`src/rtl/fc_layer_sequencer_if.sv`:
```
// Bus bundle between the fully-connected layer sequencer, the previous layer,
// the neuron array and the downstream consumer.
interface fc_layer_sequencer_if #(
  parameter int unsigned WORD_SIZE             = 16,
  parameter int unsigned PREVIOUS_LAYER_HEIGHT = 4
);
  localparam int unsigned ADDR_W = $clog2(PREVIOUS_LAYER_HEIGHT + 1);

  // Input vector stream from the previous layer
  logic [WORD_SIZE-1:0] data_i;
  logic                 valid_i;
  logic                 ready_o;

  // Neuron control bus
  logic [WORD_SIZE-1:0] data_o;
  logic [ADDR_W-1:0]    mem_addr_o;
  logic                 sum_en_o;
  logic                 add_bias_o;

  // Layer result handshake
  logic                 valid_o;
  logic                 ready_i;

  modport master (
    input  data_i, valid_i, ready_i,
    output ready_o, data_o, mem_addr_o, sum_en_o, add_bias_o, valid_o
  );

  modport slave (
    output data_i, valid_i, ready_i,
    input  ready_o, data_o, mem_addr_o, sum_en_o, add_bias_o, valid_o
  );
endinterface

```
`src/rtl/fc_layer_sequencer.sv`:
```
// Control sequencer for one fully-connected layer: streams the input vector to
// the neurons, issues ROM addresses and bias/accumulate strobes, flags the result.
module fc_layer_sequencer #(
  parameter int unsigned WORD_SIZE             = 16,
  parameter int unsigned PREVIOUS_LAYER_HEIGHT = 4
) (
  input  logic                  clk_i,
  input  logic                  reset_i,
  fc_layer_sequencer_if.master  bus
);
  localparam int unsigned H      = PREVIOUS_LAYER_HEIGHT;
  localparam int unsigned ADDR_W = $clog2(H + 1);

  localparam logic [ADDR_W-1:0] BIAS_ADDR = ADDR_W'(H);
  localparam logic [ADDR_W-1:0] LAST_K    = ADDR_W'(H - 1);

  typedef enum logic [1:0] {
    BIAS_ISSUE = 2'd0,
    ACCUM      = 2'd1,
    FLUSH      = 2'd2,
    OUT        = 2'd3
  } state_e;

  state_e               state_q, state_d;
  logic [ADDR_W-1:0]    k_q, k_d;
  logic [WORD_SIZE-1:0] data_q, data_d;
  logic [ADDR_W-1:0]    addr_q, addr_d;
  logic                 sum_en_q, sum_en_d;
  logic                 add_bias_q, add_bias_d;
  logic                 ready_q, ready_d;
  logic                 valid_q, valid_d;
  logic                 xfer_c;

  // ready_q is high exactly while in ACCUM, so this is the accepted transfer
  assign xfer_c = bus.valid_i & ready_q;

  // State, counter and registered outputs
  always_ff @(posedge clk_i or negedge reset_i) begin
    if (!reset_i) begin
      state_q    <= BIAS_ISSUE;
      k_q        <= '0;
      data_q     <= '0;
      addr_q     <= BIAS_ADDR;
      sum_en_q   <= 1'b0;
      add_bias_q <= 1'b0;
      ready_q    <= 1'b0;
      valid_q    <= 1'b0;
    end else begin
      state_q    <= state_d;
      k_q        <= k_d;
      data_q     <= data_d;
      addr_q     <= addr_d;
      sum_en_q   <= sum_en_d;
      add_bias_q <= add_bias_d;
      ready_q    <= ready_d;
      valid_q    <= valid_d;
    end
  end

  // Next state; strobes are issued one cycle after their ROM address
  always_comb begin
    state_d    = state_q;
    k_d        = k_q;
    data_d     = data_q;
    sum_en_d   = 1'b0;
    add_bias_d = 1'b0;

    case (state_q)
      BIAS_ISSUE: begin
        state_d    = ACCUM;
        k_d        = '0;
        add_bias_d = 1'b1;
      end
      ACCUM: begin
        if (xfer_c) begin
          data_d   = bus.data_i;
          sum_en_d = 1'b1;
          if (k_q == LAST_K) begin
            state_d = FLUSH;
            k_d     = '0;
          end else begin
            k_d = k_q + ADDR_W'(1);
          end
        end
      end
      FLUSH: begin
        state_d = OUT;
      end
      OUT: begin
        if (bus.ready_i) begin
          state_d = BIAS_ISSUE;
        end
      end
      default: begin
        state_d = BIAS_ISSUE;
        k_d     = '0;
      end
    endcase

    // Decode the registered bus outputs from the state being entered
    ready_d = (state_d == ACCUM);
    valid_d = (state_d == OUT);
    addr_d  = (state_d == ACCUM) ? k_d : BIAS_ADDR;
  end

  assign bus.ready_o    = ready_q;
  assign bus.valid_o    = valid_q;
  assign bus.data_o     = data_q;
  assign bus.mem_addr_o = addr_q;
  assign bus.sum_en_o   = sum_en_q;
  assign bus.add_bias_o = add_bias_q;

endmodule

```
`src/flat_wrapper.sv`:
```
// flat-port wrapper written by rule: the top's interface ports become plain ports
module fc_layer_sequencer_flat 
#(
  parameter int unsigned WORD_SIZE             = 16,
  parameter int unsigned PREVIOUS_LAYER_HEIGHT = 4
)
  (clk_i, reset_i, bus_data_i, bus_valid_i, bus_ready_i, bus_ready_o, bus_data_o, bus_mem_addr_o, bus_sum_en_o, bus_add_bias_o, bus_valid_o);
  fc_layer_sequencer_if #(.WORD_SIZE(WORD_SIZE), .PREVIOUS_LAYER_HEIGHT(PREVIOUS_LAYER_HEIGHT)) bus_i ();
  input  logic clk_i;
  input  logic reset_i;
  input wire logic [$bits(bus_i.data_i)-1:0] bus_data_i;
  input wire logic [$bits(bus_i.valid_i)-1:0] bus_valid_i;
  input wire logic [$bits(bus_i.ready_i)-1:0] bus_ready_i;
  output wire logic [$bits(bus_i.ready_o)-1:0] bus_ready_o;
  output wire logic [$bits(bus_i.data_o)-1:0] bus_data_o;
  output wire logic [$bits(bus_i.mem_addr_o)-1:0] bus_mem_addr_o;
  output wire logic [$bits(bus_i.sum_en_o)-1:0] bus_sum_en_o;
  output wire logic [$bits(bus_i.add_bias_o)-1:0] bus_add_bias_o;
  output wire logic [$bits(bus_i.valid_o)-1:0] bus_valid_o;
  assign bus_i.data_i = bus_data_i;
  assign bus_i.valid_i = bus_valid_i;
  assign bus_i.ready_i = bus_ready_i;
  assign bus_ready_o = bus_i.ready_o;
  assign bus_data_o = bus_i.data_o;
  assign bus_mem_addr_o = bus_i.mem_addr_o;
  assign bus_sum_en_o = bus_i.sum_en_o;
  assign bus_add_bias_o = bus_i.add_bias_o;
  assign bus_valid_o = bus_i.valid_o;
  fc_layer_sequencer #(.WORD_SIZE(WORD_SIZE), .PREVIOUS_LAYER_HEIGHT(PREVIOUS_LAYER_HEIGHT)) u_core (.clk_i(clk_i), .reset_i(reset_i), .bus(bus_i));
endmodule
```
`config.mk`:
```
export PLATFORM = sky130hd
export DESIGN_NAME = fc_layer_sequencer_flat
export DESIGN_NICKNAME = d
export VERILOG_FILES = /design/src/rtl/fc_layer_sequencer_if.sv /design/src/rtl/fc_layer_sequencer.sv /design/src/flat_wrapper.sv
export SDC_FILE = /design/constraint.sdc
export NUM_CORES = 1
export LEC_CHECK = 0
export ABC_AREA = 0
export CAP_MARGIN = 20
export CORE_MARGIN = 5
export CORE_UTILIZATION = 46
export DETAILED_ROUTE_END_ITERATION = 16
export PLACE_DENSITY_LB_ADDON = 0.3
export RECOVER_POWER = 100
export SYNTH_ARGS = -nofsm -noshare
export SYNTH_HDL_FRONTEND = slang
export SYNTH_SLANG_ARGS = --single-unit
```
`constraint.sdc`:
```
create_clock -name clk_i -period 2.9 [get_ports clk_i]
set_input_delay 0.58 -clock clk_i [delete_from_list [all_inputs] [get_ports clk_i]]
set_output_delay 0.58 -clock clk_i [all_outputs]
set_load 0.02 [all_outputs]
```
After elaboration in Yosys (flattened, before gate mapping)
Index checks and enable logic that the tools add are counted.
Widths: inputs -> output; s select.
- register bits: 28
- output and inout bits: 23
- input bits: 20
- reduce and logical (&&, ||, !) cells: 2
- equality and inequality tests: 6
- bitwise logic cells: 1
- add/subtract/negate cells: 1
- multiplexer cells: 11
- operators by type and width (cell ; number):
    $mux 3 ; 3
    $pmux 2 s4 ; 1
    $eq 2x2->1 const B ; 3
    $mux 2 ; 3
    $pmux 3 s2 ; 1
    $eq 2x1->1 const B ; 2
    $add 3x1->3 const B ; 1
    $eq 3x2->1 const B ; 1
    $mux 1 ; 3
    $logic_not 2->1 ; 1
    $reduce_and 2->1 ; 1
    $and 1x1->1 ; 1

Longest topological paths before layout
- depth in word-level cells: 6
- depth in mapped cells: 5
- depth with buffers taken out: 4

Worst setup path before layout
No wires, ideal clock.
- kind: input port to flip-flop
- from: in bus_valid_i
- to: reg u_core.data_q[10] (netlist: u_core.bus.data_o[10])
- setup slack: 1434 ps
- required time: 2775 ps
- stages on the path: 4
- library setup time: 125 ps
- data arrival time: 1341 ps
- path through: nand2_2 nor2_8 buf_12 mux2_4
- longest elaborated chain between the ends: 2
- ends and longest elaborated chain (element ; RTL line ; text):
    start: declaration ; flat_wrapper.sv:12 ; input wire logic [$bits(bus_i.valid_i)-1:0] bus_valid_i;
    $and 1x1->1 ; fc_layer_sequencer.sv:35 ; assign xfer_c = bus.valid_i & ready_q;
    $reduce_and 2->1 (no line) ; - ;
    end signal: assignment ; fc_layer_sequencer.sv:51 ; data_q <= data_d;
    end: declaration ; fc_layer_sequencer.sv:26 ; logic [WORD_SIZE-1:0] data_q, data_d;
Every way passes these cells.
A chain may end at the register's enable or synchronous reset.

Final worst setup path
- from: in bus_valid_i
- to: reg u_core.data_q[6] (netlist: u_core.bus.data_o[6])
Same word-level chain as after synthesis.

==> run summary <==
Biggest area consumer among synthesized cells = dfrtp_1
Clock skew = 0.002206 ns
Initial Utilization = 46.97%
Placed cell area = 1572 um2
Final Slew Violations = 0
WL/cell = 14.48 um
Post-CTS resize count = 0
Mean Syn Cell Area = 15.03 um2
# IOs = 43
Asr flop ratio synth = 100.0%
Main area contributors after synthesis = dfrtp_1 59%, mux2_4 9.2%, mux2_2 8.9%
Clock Latency Late Sink = 0.32 ns
DRC = 0
Number of synthesized flops with an enable pin = 0
Clock Path Buffers = 2
Total track usage = 13.51%
Die extent in x = 59.84 um
Period utilization = 76.21%
ANT cells = 0
Worst EP required = 3.13 ns
Worst Tran Pin Value = 1.415 ns
Placed wire-length estimate = 1655 um
Max rail drop VDD = 0.6587 mV
Final ANT Viol Nets = 0
Synth Cell Area = 1142 um2
Slew HR = 5.638%
Setup CP Type = input pin to register
Setup TNS = 0 ns
Highest Clock Rate = 452.5 MHz
#FFs+latches synth = 28
Fin crit period = 2.210 ns
Layout cell share with drive strength beyond 1 = 15.00%
Synthesis-to-finish area growth = 38.12%
Final core utilization = 64.87%
Vias per inst = 4.993
Post-CTS Setup Inserts = 0
Hold Vio Cnt, Final = 0
CTS tree = yes
Worst-path clk slew = 0.15 ns
Clock Sinks = 28
Post-Route WL = 2172 um
Max cap viols = 0
Syn nets = 97
Total Die Area = 3580 um2
Die Ht = 59.84 um
CP max FO = 19
Hold Crit Class = register to register
First DRT Iteration DRCs = 20
Register area share after synthesis = 61.45%
Critical path launch point type = input pin
Top post-synthesis cells by count = 27 x dfrtp_1, 9 x mux2_2, 7 x mux2_4, 6 x nand2_1, 4 x a21oi_1
Via count = 749
Final cell area excluding filler cells = 1578 um2
Synth warn = 0
CP endpoint kind = register
RSZ-0062 raised after global routing = no
Most frequent cell after synthesis = dfrtp_1
Buffers added on ports = 42
Synth Instances = 76
Pin count of the biggest net entering global routing = 29
Share of Yosys cell area claimed by the top area cell type = 59.15%
Drt pass-1 iters = 4
TritonCTS Buffers = 3
Initial antenna violation count = 0
First-pass GRT wire length = 3567 um
Gpl congestion = 0.7304
Post-synth top flop = dfrtp_1
Synth unique cells = 23
CTS root buf = clkbuf_4
Final nets = 142
Status = finished clean
Worst R2R Setup Slack = 0.98 ns
Final Setup Violations = 0
H-tree levels = 1
Overflow after GRT = 0
Area of the core = 2432 um2
LEAKAGE = 0.6844 nW
Row count = 18
# hold bufs at CTS = 0
CP arrival = 2.44 ns
Power per cell area = 1116 nW/um2
Vias in the first global route = 806
[area by class of cell]
class	count	area, um2
clock inverter	1	30.03
tap	30	37.54
fill	206	854.6
multi-input combinational	45	361.6
sequential	28	701.9
clock buffer	3	22.52
timing repair buffer	43	424.2
[through the flow]
| step | total power [mW] | hold WS [ns] | setup slack, ns | cells |
|---|---|---|---|---|
| after detailed placement | 1.689 | 0.4979 | 0.8076 | 146 |
| after CTS | 1.945 | 0.5339 | 0.8442 | 150 |
| after floorplan | 1.311 | 0.2844 | 1.434 | 76 |
| after global routing | 1.876 | 0.5265 | 0.5510 | 150 |
| final | 1.761 | 0.5026 | 0.6899 | 150 |
| after global placement | 1.659 | 0.4927 | 0.8361 | 146 |
[metal layers]
layer / global-route usage, % / routed length [um] / vias up
met5: 0 / 0 / -
met4: 5.696 / 41 / 0
met3: 3.456 / 185 / 4
met2: 24.54 / 1168 / 32
met1: 14.66 / 776 / 362
li1: - / - / 351
[power breakdown]
part           leakage (nW)  switching, mW  internal, mW
logic                 0.323          0.424         0.410
registers             0.334          0.101         0.574
clock network        0.0279          0.112         0.140
[registers in the layout (all words and copies together), names as in the netlist]
| register | count |
|---|---|
| u_core.bus.add_bias_o | 1 |
| u_core.bus.data_o | 16 |
| u_core.bus.mem_addr_o | 3 |
| u_core.bus.ready_o | 1 |
| u_core.bus.sum_en_o | 1 |
| u_core.bus.valid_o | 1 |
| u_core.k_q | 3 |
| u_core.state_q | 2 |
[worst max-delay path: stages]
cell           delay (ns)
dlygate4sd3_1        0.55
nand2_1              0.15
nor2_2               0.73
mux2_2               0.42
[cells by family (layout without fill, tap and decap cells)]
group / after synthesis / in the layout / share of synthesized area, %
xor gates and xnor gates: 1 / 1 / 0.7668
and+or+nand+nor: 17 / 17 / 9.529
AOI/OAI and AO/OA: 10 / 10 / 5.915
muxes: 16 / 16 / 18.07
adders and majority gates: 1 / 1 / 1.095
DFF: 28 / 28 / 61.45
buffers and inverters: 3 / 47 / 3.176
[placed cells by master (no fill, tap or decap), drive strengths merged]
cell            n
a21boi          1
bufinv          1
dlygate4sd3    26
or3b            1
clkdlybuf4s50  16
o211ai          2
mux2           16
xnor2           1
dfrtp          27
o31ai           1
nand3           3
dfstp           1
nor2            2
nand2           7
ha              1
a21o            2
a21oi           4
or3             1
nor2b           2
nand2b          1
clkbuf          4
[final timing paths]
kind,from,endpoint,cells past startpoint
worst max-delay path,bus_valid_i,u_core.bus.data_o[6]$_DFFE_PN0P_,4
worst min-delay path,u_core.bus.data_o[12]$_DFFE_PN0P_,u_core.bus.data_o[12]$_DFFE_PN0P_,1
worst max register to register,u_core.state_q[1]$_DFF_PN0_,u_core.bus.data_o[6]$_DFFE_PN0P_,3
worst min register to register,u_core.bus.data_o[12]$_DFFE_PN0P_,u_core.bus.data_o[12]$_DFFE_PN0P_,1
max in group asynchronous,reset_i,u_core.bus.data_o[10]$_DFFE_PN0P_,2
min in group asynchronous,reset_i,u_core.bus.mem_addr_o[1]$_DFF_PN0_,2
Note: power is estimated with default switching activity, not from simulation.
==> RTL change 1, RTL diff (same settings) <==
`data_q` no longer has a reset.
--- a/src/rtl/fc_layer_sequencer.sv
+++ b/src/rtl/fc_layer_sequencer.sv
@@ -39,7 +39,6 @@
     if (!reset_i) begin
       state_q    <= BIAS_ISSUE;
       k_q        <= '0;
-      data_q     <= '0;
       addr_q     <= BIAS_ADDR;
       sum_en_q   <= 1'b0;
       add_bias_q <= 1'b0;
@@ -48,13 +47,16 @@
     end else begin
       state_q    <= state_d;
       k_q        <= k_d;
-      data_q     <= data_d;
       addr_q     <= addr_d;
       sum_en_q   <= sum_en_d;
       add_bias_q <= add_bias_d;
       ready_q    <= ready_d;
       valid_q    <= valid_d;
     end
+  end
+
+  always_ff @(posedge clk_i) begin
+    data_q <= data_d;
   end
 
   // Next state; strobes are issued one cycle after their ROM address
Behaviour: differs if reset_i is asserted again (counterexample within 4 cycles, from zero or initial values and one cycle with reset_i low); with reset_i held inactive, the same outputs for 10 cycles.
==> RTL change 1 against the original RTL <==
Critical path depth fell by 3. Design area fell by 7.2%. Clock power barely moved. Routed wire length fell by 5.5%. Setup slack improved by 0.095 ns. Sequential cell count did not move. Sequential share of layout area rose by 8.9 points. Global-route usage rose by 0.38 points. Core utilization rose by 9.0 points. Total power fell by 19%. Area after synthesis fell by 15%. Hold slack improved by 0.087 ns. Critical endpoint is now bus_mem_addr_o[2]. Largest cell class unchanged.
==> RTL change 1: results (changes against the original RTL) <==
met3 usage=4.41% (was 3.46%); Design Area, Final=1460 um^2 (was 1580 um^2); critical path fanouts, max=1 (was 19); DP Worst Slack=0.998 ns (was 0.808 ns); Peak VDD IR=842 uV (was 659 uV); GRT met2 Usage=23.8% (was 24.5%); net count after synthesis=82 (was 97); Post-DP Area=1420 um^2 (was 1570 um^2); min-delay src=u_core.k_q[2] (was u_core.bus.data_o[12]); grt met1 use=15.8% (was 14.7%); htree depth=1 (unchanged); drt via density=4.83 (was 4.99); synth cell count leaders=edfxtp_1, dfrtp_1, nand2_1 (was dfrtp_1, mux2_2, mux2_4); hpwl dp=1.47 mm (was 1.65 mm); nets@finish=128 (was 142); multi-input logic area=168 um^2 (was 362 um^2); post-synthesis adder-cell area fraction=1.29% (was 1.10%); Rel. slew slack=41.6% (was 5.64%); met3 WL post-DR=136 um (was 185 um); Worst path slowest cell=dlygate4sd3_1 (was nor2_2); DR iter-0 viols=6 (was 20); met1 wire length=854 um (was 776 um); Worst path max stage delay=0.67 ns (was 0.73 ns); post-synthesis mux area share=0% (was 18.1%); post-synthesis sequential area ratio=80.7% (was 61.4%); vias in the first global route=680 (was 806); clock-cell share of area=3.59% (was 3.33%); post-synthesis cell type count=20 (was 23); Setup crit start kind=flip-flop (was primary input); status=finished clean (unchanged); XOR/XNOR Fraction of Synth Area=0% (was 0.767%); number of synthesized flops with an enable pin=16 (was 0); FF/Latch Area=782 um^2 (was 702 um^2); Multi-In Gates=30 (was 45); total routing usage reported by global routing=13.9% (was 13.5%); CP top delay family=buffers and inverters (was simple AND/OR/NAND/NOR gates); Leak=0.596 nW (was 0.684 nW); Final Skew=0.00808 ns (was 0.00221 ns); largest cells by area after synthesis=edfxtp_1, dfrtp_1, nand2_1 (was dfrtp_1, mux2_4, mux2_2); Compound-Gate Fraction of Synth Area=7.24% (was 5.91%); filler instances=135 (was 206); RePlAce Congestion=0.774 (was 0.730); arrival time at the worst endpoint=1.53 ns (was 2.44 ns); share of post-route cells with drive strength above 1=5.66% (was 15.0%); first-pass GRT wire length=3.35 mm (was 3.57 mm); tap cell instance count=27 (was 30); Worst-Skew Late Latency=0.32 ns (about the same)
RTL change 1: changes by cell type after synthesis, sizes merged, moves of 2 or more:
cell	unedited run	this run
dfrtp	27	11
edfxtp	0	16
mux2	16	0
a21o	2	0
RTL change 1: power by group:
group	internal, mW	switching, mW	total (mW)
Sequential	0.586	0.0716	0.658
Combinational	0.211	0.303	0.514
Clock	0.140	0.111	0.251
Total	0.937	0.486	1.42
RTL change 1: worst paths after layout:
kind                                                 end  slack, ns  cells after the start
worst min-delay path                   u_core.state_q[0]       0.59                      2
max in group asynchronous       u_core.bus.mem_addr_o[2]       1.89                      1
min in group asynchronous             u_core.bus.valid_o       0.64                      1
worst max register to register      u_core.bus.data_o[3]       0.95                      4
worst min register to register         u_core.state_q[0]       0.59                      2
worst max-delay path                   bus_mem_addr_o[2]       0.79                      1
RTL change 1: stage by stage:
stage / std cells / total power [mW]
floorplan: 61 / 0.955
CTS: 133 / 1.50
global route: 133 / 1.50
detailed placement: 129 / 1.24
finish: 133 / 1.42
global placement: 129 / 1.22
==> RTL change 2, RTL diff (same settings) <==
Made on the original files. `PREVIOUS_LAYER_HEIGHT` is set to 4 in 3 places; all go to 8.
--- a/src/rtl/fc_layer_sequencer_if.sv
+++ b/src/rtl/fc_layer_sequencer_if.sv
@@ -2,7 +2,7 @@
 // the neuron array and the downstream consumer.
 interface fc_layer_sequencer_if #(
   parameter int unsigned WORD_SIZE             = 16,
-  parameter int unsigned PREVIOUS_LAYER_HEIGHT = 4
+  parameter int unsigned PREVIOUS_LAYER_HEIGHT = 8
 );
   localparam int unsigned ADDR_W = $clog2(PREVIOUS_LAYER_HEIGHT + 1);
 
--- a/src/rtl/fc_layer_sequencer.sv
+++ b/src/rtl/fc_layer_sequencer.sv
@@ -2,7 +2,7 @@
 // the neurons, issues ROM addresses and bias/accumulate strobes, flags the result.
 module fc_layer_sequencer #(
   parameter int unsigned WORD_SIZE             = 16,
-  parameter int unsigned PREVIOUS_LAYER_HEIGHT = 4
+  parameter int unsigned PREVIOUS_LAYER_HEIGHT = 8
 ) (
   input  logic                  clk_i,
   input  logic                  reset_i,
--- a/src/flat_wrapper.sv
+++ b/src/flat_wrapper.sv
@@ -2,7 +2,7 @@
 module fc_layer_sequencer_flat 
 #(
   parameter int unsigned WORD_SIZE             = 16,
-  parameter int unsigned PREVIOUS_LAYER_HEIGHT = 4
+  parameter int unsigned PREVIOUS_LAYER_HEIGHT = 8
 )
   (clk_i, reset_i, bus_data_i, bus_valid_i, bus_ready_i, bus_ready_o, bus_data_o, bus_mem_addr_o, bus_sum_en_o, bus_add_bias_o, bus_valid_o);
   fc_layer_sequencer_if #(.WORD_SIZE(WORD_SIZE), .PREVIOUS_LAYER_HEIGHT(PREVIOUS_LAYER_HEIGHT)) bus_i ();
Ports: changed (resized bus_mem_addr_o); port bits go from 43 to 44. The function was not compared with the original's and may differ.
==> RTL change 2 against the original RTL <==
The run now ends with max-capacitance violations left. Design area grew 9.9%. Sequential cell count grew 2. Total power shrank 0.30%. Setup slack gained 0.14 ns. First-iteration DRC count shrank 5.0%. Area after synthesis grew 12%. Sequential share of layout area shrank 1.1 points. Core utilization shrank 0.88 points. Routed wire length grew 9.9%.
==> RTL change 2: results (changes against the original RTL) <==
total routing usage reported by global routing=13.2% (was 13.5%); Net Sw Frac=36.8% (was 36.2%); post-synthesis cell type count=32 (was 23); RePlAce Congestion=0.708 (was 0.730); worst setup path start=u_core.bus.mem_addr_o[3] (was bus_valid_i); violated checks=max-capacitance violations; largest cells by area after synthesis=dfrtp_1, mux2_4, mux2_2 (unchanged); CP top delay family=buffers and inverters (was simple AND/OR/NAND/NOR gates); synth cell count leaders=dfrtp_1, mux2_2, mux2_4, nand2_1 (was dfrtp_1, mux2_2, mux2_4); Power Sequential=0.713 mW (was 0.675 mW); Rel. slew slack=0.187% (was 5.64%); pin count of the biggest net entering global routing=31 (was 29); vias in the first global route=867 (was 806); nets@finish=161 (was 142); Worst path max stage delay=0.66 ns (was 0.73 ns); Final Skew=0.00586 ns (was 0.00221 ns); fin crit share=71.5% (was 76.2%); critical path fanouts, max=1 (was 19); Max Cap Viol=1 (was 0); post-synthesis sequential area ratio=59.0% (was 61.4%); first-pass GRT wire length=4.03 mm (was 3.57 mm); Peak VDD IR=646 uV (was 659 uV); share of post-route cells with drive strength above 1=14.2% (was 15.0%); IO Port Bufs=43 (was 42); met3 usage=5.40% (was 3.46%); status=finished, violations left (was finished clean); CTS clk-pin slew, worst paths=0.09 ns (was 0.15 ns); met3 WL post-DR=188 um (was 185 um); hpwl dp=1.76 mm (was 1.65 mm); net count after synthesis=114 (was 97); htree depth=2 (was 1); GRT met2 Usage=19.4% (was 24.5%)
[RTL change 2: changes by cell type after synthesis, moves of 2 or more]
cell,unedited run,this run
dfrtp_1,27,29
a21o_2,2,0
nor2b_1,2,0
nor2_1,1,5
xor2_1,0,2
inv_1,0,2
[RTL change 2: cells by family (layout without fill, tap and decap cells)]
kind of cell,count (synthesis),in the layout,share of synthesized area (%)
muxes,16,16,16.2
DFF,30,30,59.0
adders and majority gates,1,1,0.981
buffers and inverters,7,55,4.61
AOI/OAI and AO/OA,13,13,7.36
xor gates and xnor gates,2,2,1.37
and+or+nand+nor,24,24,10.5
[RTL change 2: path summary, 6_finish.rpt]
| kind | endpoint | depth (start not counted) |
|---|---|---|
| worst max-delay path | bus_mem_addr_o[3] | 1 |
| worst min-delay path | u_core.bus.data_o[12] | 1 |
| worst max register to register | u_core.bus.data_o[2] | 3 |
| worst min register to register | u_core.bus.data_o[12] | 1 |
| max in group asynchronous | u_core.bus.data_o[6] | 2 |
| min in group asynchronous | u_core.bus.data_o[15] | 2 |
[RTL change 2: metrics by stage]
stage | total power, mW | hold slack [ns] | instances | area, um^2 | setup WS (ns)
2_1_floorplan | 1.27 | 0.284 | 93 | 1270 | 1.34
3_3_place_gp | 1.62 | 0.488 | 164 | 1710 | 0.540
3_5_place_dp | 1.65 | 0.496 | 164 | 1710 | 0.485
4_1_cts | 1.90 | 0.515 | 172 | 1770 | 0.832
5_1_grt | 1.87 | 0.515 | 172 | 1730 | 0.419
6_report | 1.76 | 0.490 | 172 | 1730 | 0.827
[RTL change 2: layout make-up]
type,count,area [um^2]
Timing Repair Buffer,45,438
Multi-Input combinational cell,56,438
Inverter,2,7.51
Clock buffer,7,55.1
Tap cell,31,38.8
Sequential cell,30,752
Clock inverter,1,5.00
Fill cell,227,976
